### config.mk
export PLATFORM = sky130hd
export DESIGN_NAME = hci_source_job_scheduler_flat
export DESIGN_NICKNAME = d
export VERILOG_FILES = /design/src/rtl/hci_source_job_scheduler_pkg.sv /design/src/rtl/hci_source_job_scheduler_if.sv /design/src/rtl/hci_source_job_scheduler.sv /design/src/flat_wrapper.sv
export SDC_FILE = /design/constraint.sdc
export NUM_CORES = 1
export LEC_CHECK = 0
export ABC_AREA = 1
export CAP_MARGIN = 25
export CORE_AREA = 2 2 137 139
export CTS_CLUSTER_SIZE = 24
export DETAILED_ROUTE_END_ITERATION = 8
export DIE_AREA = 0 0 139 141
export PLACE_DENSITY_LB_ADDON = 0.3
export SYNTH_ARGS = -nofsm -noshare
export SYNTH_HDL_FRONTEND = slang
export SYNTH_SLANG_ARGS = --single-unit
### constraint.sdc
create_clock -name clk_i -period 2.5 [get_ports clk_i]
set_clock_uncertainty 0.1 [all_clocks]
set_input_delay 0.5 -clock clk_i [delete_from_list [all_inputs] [get_ports clk_i]]
set_output_delay 0.5 -clock clk_i [all_outputs]
set_load 0.005 [all_outputs]
### src/rtl/hci_source_job_scheduler_pkg.sv
// Shared descriptor and flag payloads for the source-streamer job scheduler.
package hci_source_job_scheduler_pkg;

    typedef struct packed {
        logic [31:0] base_addr;
        logic [15:0] tot_len;
        logic [15:0] d0_stride;
    } hci_addressgen_ctrl_t;

    typedef struct packed {
        logic                 req_start;
        hci_addressgen_ctrl_t addressgen_ctrl;
    } hci_streamer_ctrl_t;

    typedef struct packed {
        logic ready_start;
        logic done;
    } hci_streamer_flags_t;

endpackage

### src/rtl/hci_source_job_scheduler_if.sv
// Requester-side job handshake bundle: offers in, accept/completion/error back.
interface hci_source_job_scheduler_if #(
    parameter int unsigned NB_REQ = 4
);
    import hci_source_job_scheduler_pkg::*;

    logic [NB_REQ-1:0]  job_valid;
    logic [NB_REQ-1:0]  job_ready;
    logic [NB_REQ-1:0]  job_done;
    logic [NB_REQ-1:0]  error;
    hci_streamer_ctrl_t job_ctrl [NB_REQ];

    modport master (output job_valid, job_ctrl, input job_ready, job_done, error);
    modport slave  (input job_valid, job_ctrl, output job_ready, job_done, error);

endinterface

### src/rtl/hci_source_job_scheduler.sv
// Round-robin scheduler sharing one source streamer among NB_REQ requesters.
// Optional watchdog enabled by defining HCI_SOURCE_SCHED_TIMEOUT_EN.
module hci_source_job_scheduler
    import hci_source_job_scheduler_pkg::*;
#(
    parameter int unsigned NB_REQ    = 4,
    parameter int unsigned TIMEOUT_W = 16,
    localparam int unsigned OWNER_W  = $clog2(NB_REQ)
) (
    input  logic                        clk_i,
    input  logic                        rst_ni,
    input  logic                        clear_i,
    input  logic                        enable_i,
    hci_source_job_scheduler_if.slave   job,
    output hci_streamer_ctrl_t          streamer_ctrl_o,
    input  hci_streamer_flags_t         streamer_flags_i,
    output logic                        streamer_clear_o,
    output logic [OWNER_W-1:0]          owner_o,
    output logic                        busy_o
`ifdef HCI_SOURCE_SCHED_TIMEOUT_EN
    ,
    input  logic [TIMEOUT_W-1:0]        timeout_i
`endif
);

    localparam logic [1:0] ST_IDLE  = 2'd0;
    localparam logic [1:0] ST_START = 2'd1;
    localparam logic [1:0] ST_BUSY  = 2'd2;

    logic [1:0]           state_q, state_d;
    logic [OWNER_W-1:0]   rr_q, rr_d;
    logic [OWNER_W-1:0]   owner_q, owner_d;
    hci_addressgen_ctrl_t cfg_q, cfg_d;
    logic [NB_REQ-1:0]    done_q, done_d;
    logic [NB_REQ-1:0]    err_q, err_d;
    logic [NB_REQ-1:0]    ready_c;
    logic [OWNER_W-1:0]   grant_idx;
    logic                 found;
    logic                 req_start;
    logic                 tmo_hit;
    logic                 tmo_fire;
    int unsigned          idx;

    // First pending requester at or after the round-robin pointer, wrapping.
    always_comb begin
        found     = 1'b0;
        grant_idx = '0;
        idx       = 0;
        for (int unsigned i = 0; i < NB_REQ; i++) begin
            idx = (32'(rr_q) + i) % NB_REQ;
            if (!found && job.job_valid[OWNER_W'(idx)]) begin
                found     = 1'b1;
                grant_idx = OWNER_W'(idx);
            end
        end
    end

`ifdef HCI_SOURCE_SCHED_TIMEOUT_EN
    logic [TIMEOUT_W-1:0] cnt_q;

    // Watchdog: restarts when the job starts, counts enabled BUSY cycles, saturates.
    always_ff @(posedge clk_i or negedge rst_ni) begin
        if (!rst_ni) begin
            cnt_q <= '0;
        end else if (clear_i) begin
            cnt_q <= '0;
        end else if (enable_i) begin
            if (state_q == ST_START) begin
                cnt_q <= '0;
            end else if (state_q == ST_BUSY && cnt_q != '1) begin
                cnt_q <= cnt_q + TIMEOUT_W'(1);
            end
        end
    end

    assign tmo_hit = (timeout_i != '0) && (cnt_q == timeout_i);
`else
    assign tmo_hit = 1'b0;
`endif

    // Next-state, grant and pulse decode.
    always_comb begin
        state_d   = state_q;
        rr_d      = rr_q;
        owner_d   = owner_q;
        cfg_d     = cfg_q;
        done_d    = '0;
        err_d     = '0;
        ready_c   = '0;
        req_start = 1'b0;
        tmo_fire  = 1'b0;
        if (clear_i) begin
            state_d = ST_IDLE;
            rr_d    = '0;
            owner_d = '0;
            cfg_d   = '0;
        end else if (enable_i) begin
            case (state_q)
                ST_IDLE: begin
                    if (found && streamer_flags_i.ready_start) begin
                        ready_c[grant_idx] = 1'b1;
                        cfg_d   = job.job_ctrl[grant_idx].addressgen_ctrl;
                        owner_d = grant_idx;
                        rr_d    = (grant_idx == OWNER_W'(NB_REQ - 1)) ? '0
                                                                      : grant_idx + OWNER_W'(1);
                        state_d = ST_START;
                    end
                end
                ST_START: begin
                    req_start = 1'b1;
                    state_d   = ST_BUSY;
                end
                ST_BUSY: begin
                    if (streamer_flags_i.done) begin
                        done_d[owner_q] = 1'b1;
                        state_d         = ST_IDLE;
                    end else if (tmo_hit) begin
                        tmo_fire       = 1'b1;
                        err_d[owner_q] = 1'b1;
                        state_d        = ST_IDLE;
                    end
                end
                default: state_d = ST_IDLE;
            endcase
        end
    end

    // State, pointer, descriptor and pulse registers.
    always_ff @(posedge clk_i or negedge rst_ni) begin
        if (!rst_ni) begin
            state_q <= ST_IDLE;
            rr_q    <= '0;
            owner_q <= '0;
            cfg_q   <= '0;
            done_q  <= '0;
            err_q   <= '0;
        end else begin
            state_q <= state_d;
            rr_q    <= rr_d;
            owner_q <= owner_d;
            cfg_q   <= cfg_d;
            done_q  <= done_d;
            err_q   <= err_d;
        end
    end

    assign job.job_ready                   = ready_c;
    assign job.job_done                    = done_q;
    assign job.error                       = err_q;
    assign streamer_ctrl_o.req_start       = req_start;
    assign streamer_ctrl_o.addressgen_ctrl = cfg_q;
    assign streamer_clear_o                = clear_i | tmo_fire;
    assign owner_o                         = owner_q;
    assign busy_o                          = (state_q != ST_IDLE);

endmodule

### src/flat_wrapper.sv
// flat-port wrapper written by rule: the top's interface ports become plain ports
module hci_source_job_scheduler_flat import hci_source_job_scheduler_pkg::*;
#(
    parameter int unsigned NB_REQ    = 4,
    parameter int unsigned TIMEOUT_W = 16,
    localparam int unsigned OWNER_W  = $clog2(NB_REQ)
)
  (clk_i, rst_ni, clear_i, enable_i, streamer_ctrl_o, streamer_flags_i, streamer_clear_o, owner_o, busy_o, job_job_valid, job_job_ctrl, job_job_ready, job_job_done, job_error);
  hci_source_job_scheduler_if #(.NB_REQ(NB_REQ)) job_i ();
  input  logic clk_i;
  input  logic rst_ni;
  input  logic clear_i;
  input  logic enable_i;
  output hci_streamer_ctrl_t streamer_ctrl_o;
  input  hci_streamer_flags_t streamer_flags_i;
  output logic streamer_clear_o;
  output logic [OWNER_W-1:0] owner_o;
  output logic busy_o;
  input wire logic [$bits(job_i.job_valid)-1:0] job_job_valid;
  input wire logic [$bits(job_i.job_ctrl)-1:0] job_job_ctrl;
  output wire logic [$bits(job_i.job_ready)-1:0] job_job_ready;
  output wire logic [$bits(job_i.job_done)-1:0] job_job_done;
  output wire logic [$bits(job_i.error)-1:0] job_error;
  assign job_i.job_valid = job_job_valid;
  assign job_i.job_ctrl = {>>{job_job_ctrl}};
  assign job_job_ready = job_i.job_ready;
  assign job_job_done = job_i.job_done;
  assign job_error = job_i.error;
  hci_source_job_scheduler #(.NB_REQ(NB_REQ), .TIMEOUT_W(TIMEOUT_W)) u_core (.clk_i(clk_i), .rst_ni(rst_ni), .clear_i(clear_i), .enable_i(enable_i), .job(job_i), .streamer_ctrl_o(streamer_ctrl_o), .streamer_flags_i(streamer_flags_i), .streamer_clear_o(streamer_clear_o), .owner_o(owner_o), .busy_o(busy_o));
endmodule
Word level (Yosys, flattened, before mapping). Cells that the tools add are included.

Add/subtract/negate cells: 4. Order comparisons: 9. Equal/unequal tests: 5. Mux-type cells: 52. Bitwise gates (word level): 1. Reductions and logical operators: 16.

Operators with widths (number): 2-to-1 mux 64 bit (6); binary-select mux 65 bit (select 2 bit) (1); 2-to-1 mux 2 bit (17); 2-to-1 mux 4 bit (8); < comparator 2 x 3 -> 1 bit, second input constant (6); 2-to-1 mux 1 bit (13); binary-select mux 1 bit (select 2 bit) (4); nonzero test 2 bit (4); logical AND 1 bit (6); one-hot mux 2 bit (3 select lines) (1); AND reduction 3 bit (2); adder 2 x 1 -> 2 bit, second input constant (2); adder 2 bit, second input constant (2); demux 1 bit (select 2 bit) (2); equality test 2 bit, second input constant (2); >= comparator 2 x 1 -> 1 bit, second input constant (2); >= comparator 3 bit, second input constant (1); zero test 1 bit (3); != test 3 x 2 -> 1 bit, second input constant (1); != test 3 bit, second input constant (1); inverter 2 -> 3 bit (1); equality test 2 x 1 -> 1 bit, second input constant (1); zero test 2 bit (1).

Register bits after elaboration: 74. Input bits: 270. Logic and storage cells: 94.

Depth between registers and ports, before layout.
Word-level depth: 20. Gate-level depth with buffers: 16.

Least setup slack after synthesis. Ideal clock, no wire load.

Path kind: input to output. Start point: input job_job_valid[1]. End point: output job_job_ready[2]. Data arrival time: 1.741 ns. Data required time: 1.900 ns. Setup slack: 0.159 ns. Cell stages on the path: 12. Path through: inv_1 > nand2_1 > nand3_1 > nand2_1 > nor2_4 > nand3_4 > nand3_2 > buf_4 > buf_4 > ha_1 > inv_1 > nor2_1.

Cells in the longest elaborated chain, start to end: 20. Elaborated cells between the ends (all ways): 32.

Ends and longest elaborated chain: from (decl) (line flat_wrapper.sv:19) `input wire logic [$bits(job_i.job_valid)-1:0] job_job_valid;`; binary-select mux 1 bit (select 2 bit) (line hci_source_job_scheduler.sv:51) `if (!found && job.job_valid[OWNER_W'(idx)]) begin`; 2-to-1 mux 1 bit (not written as such) (line hci_source_job_scheduler.sv:51); 2-to-1 mux 1 bit (line hci_source_job_scheduler.sv:51); zero test 1 bit (line hci_source_job_scheduler.sv:51); logical AND 1 bit (line hci_source_job_scheduler.sv:51); 2-to-1 mux 1 bit (line hci_source_job_scheduler.sv:51); zero test 1 bit (line hci_source_job_scheduler.sv:51); logical AND 1 bit (line hci_source_job_scheduler.sv:51); [... 4 more ...]; < comparator 2 x 3 -> 1 bit (not written as such) / >= comparator 2 x 1 -> 1 bit (equally long branches) (line hci_source_job_scheduler.sv:101) `ready_c[grant_idx] = 1'b1;`; logical AND 1 bit (not written as such) (line hci_source_job_scheduler.sv:101); 2-to-1 mux 1 bit (not written as such) (line hci_source_job_scheduler.sv:101); demux 1 bit (select 2 bit); 2-to-1 mux 4 bit * (line hci_source_job_scheduler.sv:100) `if (found && streamer_flags_i.ready_start) begin`; 2-to-1 mux 4 bit * (line hci_source_job_scheduler.sv:98) `case (state_q)`; 2-to-1 mux 4 bit * (line hci_source_job_scheduler.sv:97) `end else if (enable_i) begin`; 2-to-1 mux 4 bit * (line hci_source_job_scheduler.sv:92) `if (clear_i) begin`; to (decl) (line flat_wrapper.sv:21) `output wire logic [$bits(job_i.job_ready)-1:0] job_job_ready;`.

Mark *: on every way between the ends. The rest lies on a longest branch, timed or not. The select of a mux whose other input is x is not followed.

Worst setup path after layout.
Start point: register u_core.rr_q[0]. End point: output job_job_ready[1].

Cells in the longest elaborated chain, start to end: 20. Elaborated cells between the ends (all ways): 35.

Ends and longest elaborated chain: from (decl) (line hci_source_job_scheduler.sv:31) `logic [OWNER_W-1:0] rr_q, rr_d;`; from (signal assigned) (line hci_source_job_scheduler.sv:139) `rr_q <= rr_d;`; branches (longest 16 deep; another with < comparator 2 x 3 -> 1 bit); 2-to-1 mux 4 bit * (line hci_source_job_scheduler.sv:100); 2-to-1 mux 4 bit * (line hci_source_job_scheduler.sv:98); 2-to-1 mux 4 bit * (line hci_source_job_scheduler.sv:97); 2-to-1 mux 4 bit * (line hci_source_job_scheduler.sv:92).

Mark *: on every way between the ends. The select of a mux whose other input is x is not followed.

==> results by group <==
Synth
  • Mapped cell area: 6180 um^2
  • Share of the synthesized area in the top cell type: 29.97%
  • Syn. warnings: 0
  • Synthesis-stage register bit count: 74
  • Most frequent cells after synthesis: nand3_1, nand2_1, inv_1
  • Avg Cell Area, Syn: 6.293 um^2
  • Mapped Cells: 982
  • Top-count cell post-synth: nand3_1
  • Post-synth EDFFs: 0
  • Cell taking the most area after synthesis: dfrtp_1
  • Yosys cell types: 26
  • Async SR Flop Fraction: 100.0%
  • Most area-consuming cells after synthesis: dfrtp_1, nand3_1, nand2_1, nand4_1, inv_1
  • Register area share after synthesis: 29.97%
  • Top FF cell, synth: dfrtp_1

Critical path
  • CP peak stage delay: 0.50 ns
  • Worst setup SP type: flop
  • Cell Chain, Critical Path: buf_6 -> nand2_1 -> nand2_1 -> nand2_1 -> nand2_2 -> nand2_4 -> nand2_4 -> nand2_4 -> nand3_4 -> or2_4 -> nor2_1 -> buf_2
  • Kind of critical path: flop to primary output
  • CP bufs+invs: 2
  • Crit Path Max Fanout: 7
  • CP arrival: 2.09 ns
  • Crit-path leading delay family: simple AND/OR/NAND/NOR gates
  • Worst R2R Setup Slack: 0 ns
  • Critical Path RT: 1.90 ns
  • CP Capture Type: primary output
  • CP max-delay cell: dfrtp_2

Timing
  • Endpoints failing hold: 0
  • Setup Viol. Count Final: 5
  • TNS Setup: -0.7142 ns
  • Worst-margin pin slew: 0.5934 ns
  • Final-report max-slew violation count: 0
  • Fin crit period: 2.690 ns
  • Fin worst setup slack: -0.1897 ns
  • Tcrit/Tclk final: 107.6%
  • RSZ-0062 raised after global routing: yes
  • Max Freq: 371.8 MHz
  • Worst rel slew slack: 60.44%

Final layout
  • Ratio of cells with drive above 1 in the final layout: 10.29%
  • Synth-to-Final Area Change: 73.96%
  • Fill cells: 1707
  • # diodes: 0
  • Final Util: 58.85%
  • Total Nets Final: 1578
  • Fin area: 10750 um^2
  • Cell Count, Final, Fillers Out: 1546

Place
  • Gp weighted congestion: 0.8685
  • Buffers on Ports: 342
  • Placed cells: 1505
  • Placed cell area: 9818 um^2
  • Hpwl dp: 17460 um

Route
  • Drt total wl: 28720 um
  • DRT Pass-1 Iters: 5
  • WL per Instance: 18.57 um
  • DRT iter0 DRCs: 610
  • Via density: 5.328
  • Routed vias: 8237
  • Drt drc: 0
  • DRT antenna net count: 0

Clock tree
  • Hold_buf cts: 0
  • CTS buffer count: 9
  • Max clock buf depth: 2
  • CTS tree: done
  • Clk slew on worst S/H paths: 0.06 ns
  • Insertion delay to the later sink of the worst-skew pair: 0.34 ns
  • Root buffer cell: clkbuf_16
  • CTS Sinks: 74
  • Htree depth: 3

Floorplanning
  • Starting density of the core: 33.83%
  • Die area: 19600 um^2
  • DIE WIDTH: 139 um
  • Ports: 351
  • Row count: 50
  • Die H: 141 um
  • Core box area: 18270 um^2

Global routing
  • Global-route wire length before repair: 41320 um
  • Total congestion overflow: 0
  • Gr usage total: 25.91%
  • Initial antenna violation count: 1
  • Vias in the first global route: 7641
  • Largest net degree at the start of global routing: 104

Outcome
  • Failing checks: setup timing
  • Outcome: finished with violations

Job
  • Max-cap violations: 0

Pwr
  • P per Cell Area: 689.4 nW/um^2
  • Total power: 0.007411 W
  • Leakage: 5.321 nW
  • Max VDD drop: 0.0004203 V

Min path
  • Worst Hold Class: primary input to async pin
## timing repair
action	in CTS	in global routing
setup buffers	3	7
resized for setup	54	46
pin swaps	30	28
setup endpoints to repair	72	72
cloned	1	15
## final timing paths
check                                                       startpoint                                     end  cells after the start
worst max-delay path                        u_core.rr_q[0]$_DFFE_PN0P_                        job_job_ready[1]                     12
worst min-delay path                                            rst_ni  u_core.streamer_ctrl_o[11]$_DFFE_PN0P_                      1
worst max register to register              u_core.rr_q[0]$_DFFE_PN0P_  u_core.streamer_ctrl_o[17]$_DFFE_PN0P_                     14
worst min register to register  u_core.streamer_ctrl_o[18]$_DFFE_PN0P_  u_core.streamer_ctrl_o[18]$_DFFE_PN0P_                      2
max in group asynchronous                                       rst_ni              u_core.rr_q[1]$_DFFE_PN0P_                      2
min in group clk_i              u_core.streamer_ctrl_o[18]$_DFFE_PN0P_  u_core.streamer_ctrl_o[18]$_DFFE_PN0P_                      2
## layer usage
metal  share of wire [%]  track usage, %  vias to the layer above
met4                 4.5           11.59                        2
met2                  48           42.16                      415
met1                  40           33.24                     3800
li1                    -               -                     3933
met5               0.028               0                        -
met3                 8.1           5.503                       87
## registers in the layout, summed over array words and instances, names as in the netlist
signal	flops
u_core.job.job_done	4
u_core.rr_q	2
u_core.state_q	2
u_core.owner_o	2
u_core.streamer_ctrl_o	64
## report_power, final
group / switching, W / leakage, nW / internal, W
registers: 0.000141 / 1.01 / 0.00142
logic: 0.00255 / 4.16 / 0.00195
clock network: 0.000539 / 0.152 / 0.000809
## metrics by stage
stage,hold WS [ns],setup slack [ns]
global placement,0.4096,-0.6835
floorplan,0.1044,0.1587
CTS,0.04906,-0.1431
global route,0.07635,-0.2902
finish,0.03107,-0.1897
detailed placement,0.4109,-0.6823
## cell type report
class,instances,area [um^2],share of cell area [%]
repair buffers,406,4275,39.77
multi-input cells,668,3460,32.18
flip-flops and latches,74,1854,17.25
inverters,147,559.3,5.203
clock buffers,15,297.8,2.770
well taps,234,292.8,2.723
repair inverters,1,6.256,0.05819
clock inverters,1,5.005,0.04655
## cells by family (layout without fill, tap and decap cells)
group	Yosys count	count (layout)	synth area share (%)
simple gates	656	657	51.85
buf+inv	244	570	17.37
other cells	1	4	0.06068
fa+ha+maj	1	1	0.2024
compound gates	6	6	0.5466
flops	74	74	29.97
## cell usage in the layout (no fill, tap or decap), types with 3 or more instances in the layout
cell type	n
inv_1	139
clkbuf_16	18
buf_12	8
inv_2	6
nor2_4	4
nand3_1	263
nand2_2	13
nand2_4	10
nand4_1	130
buf_6	9
nand3_2	3
clkdlybuf4s50_1	333
clkbuf_8	5
o21ai_1	3
buf_16	5
nand3_4	5
buf_2	4
nand2_1	215
buf_4	33
conb_1	4
dfrtp_1	72
dlygate4sd2_1	4
nor2_1	10
(Power assumes the default switching activity.)
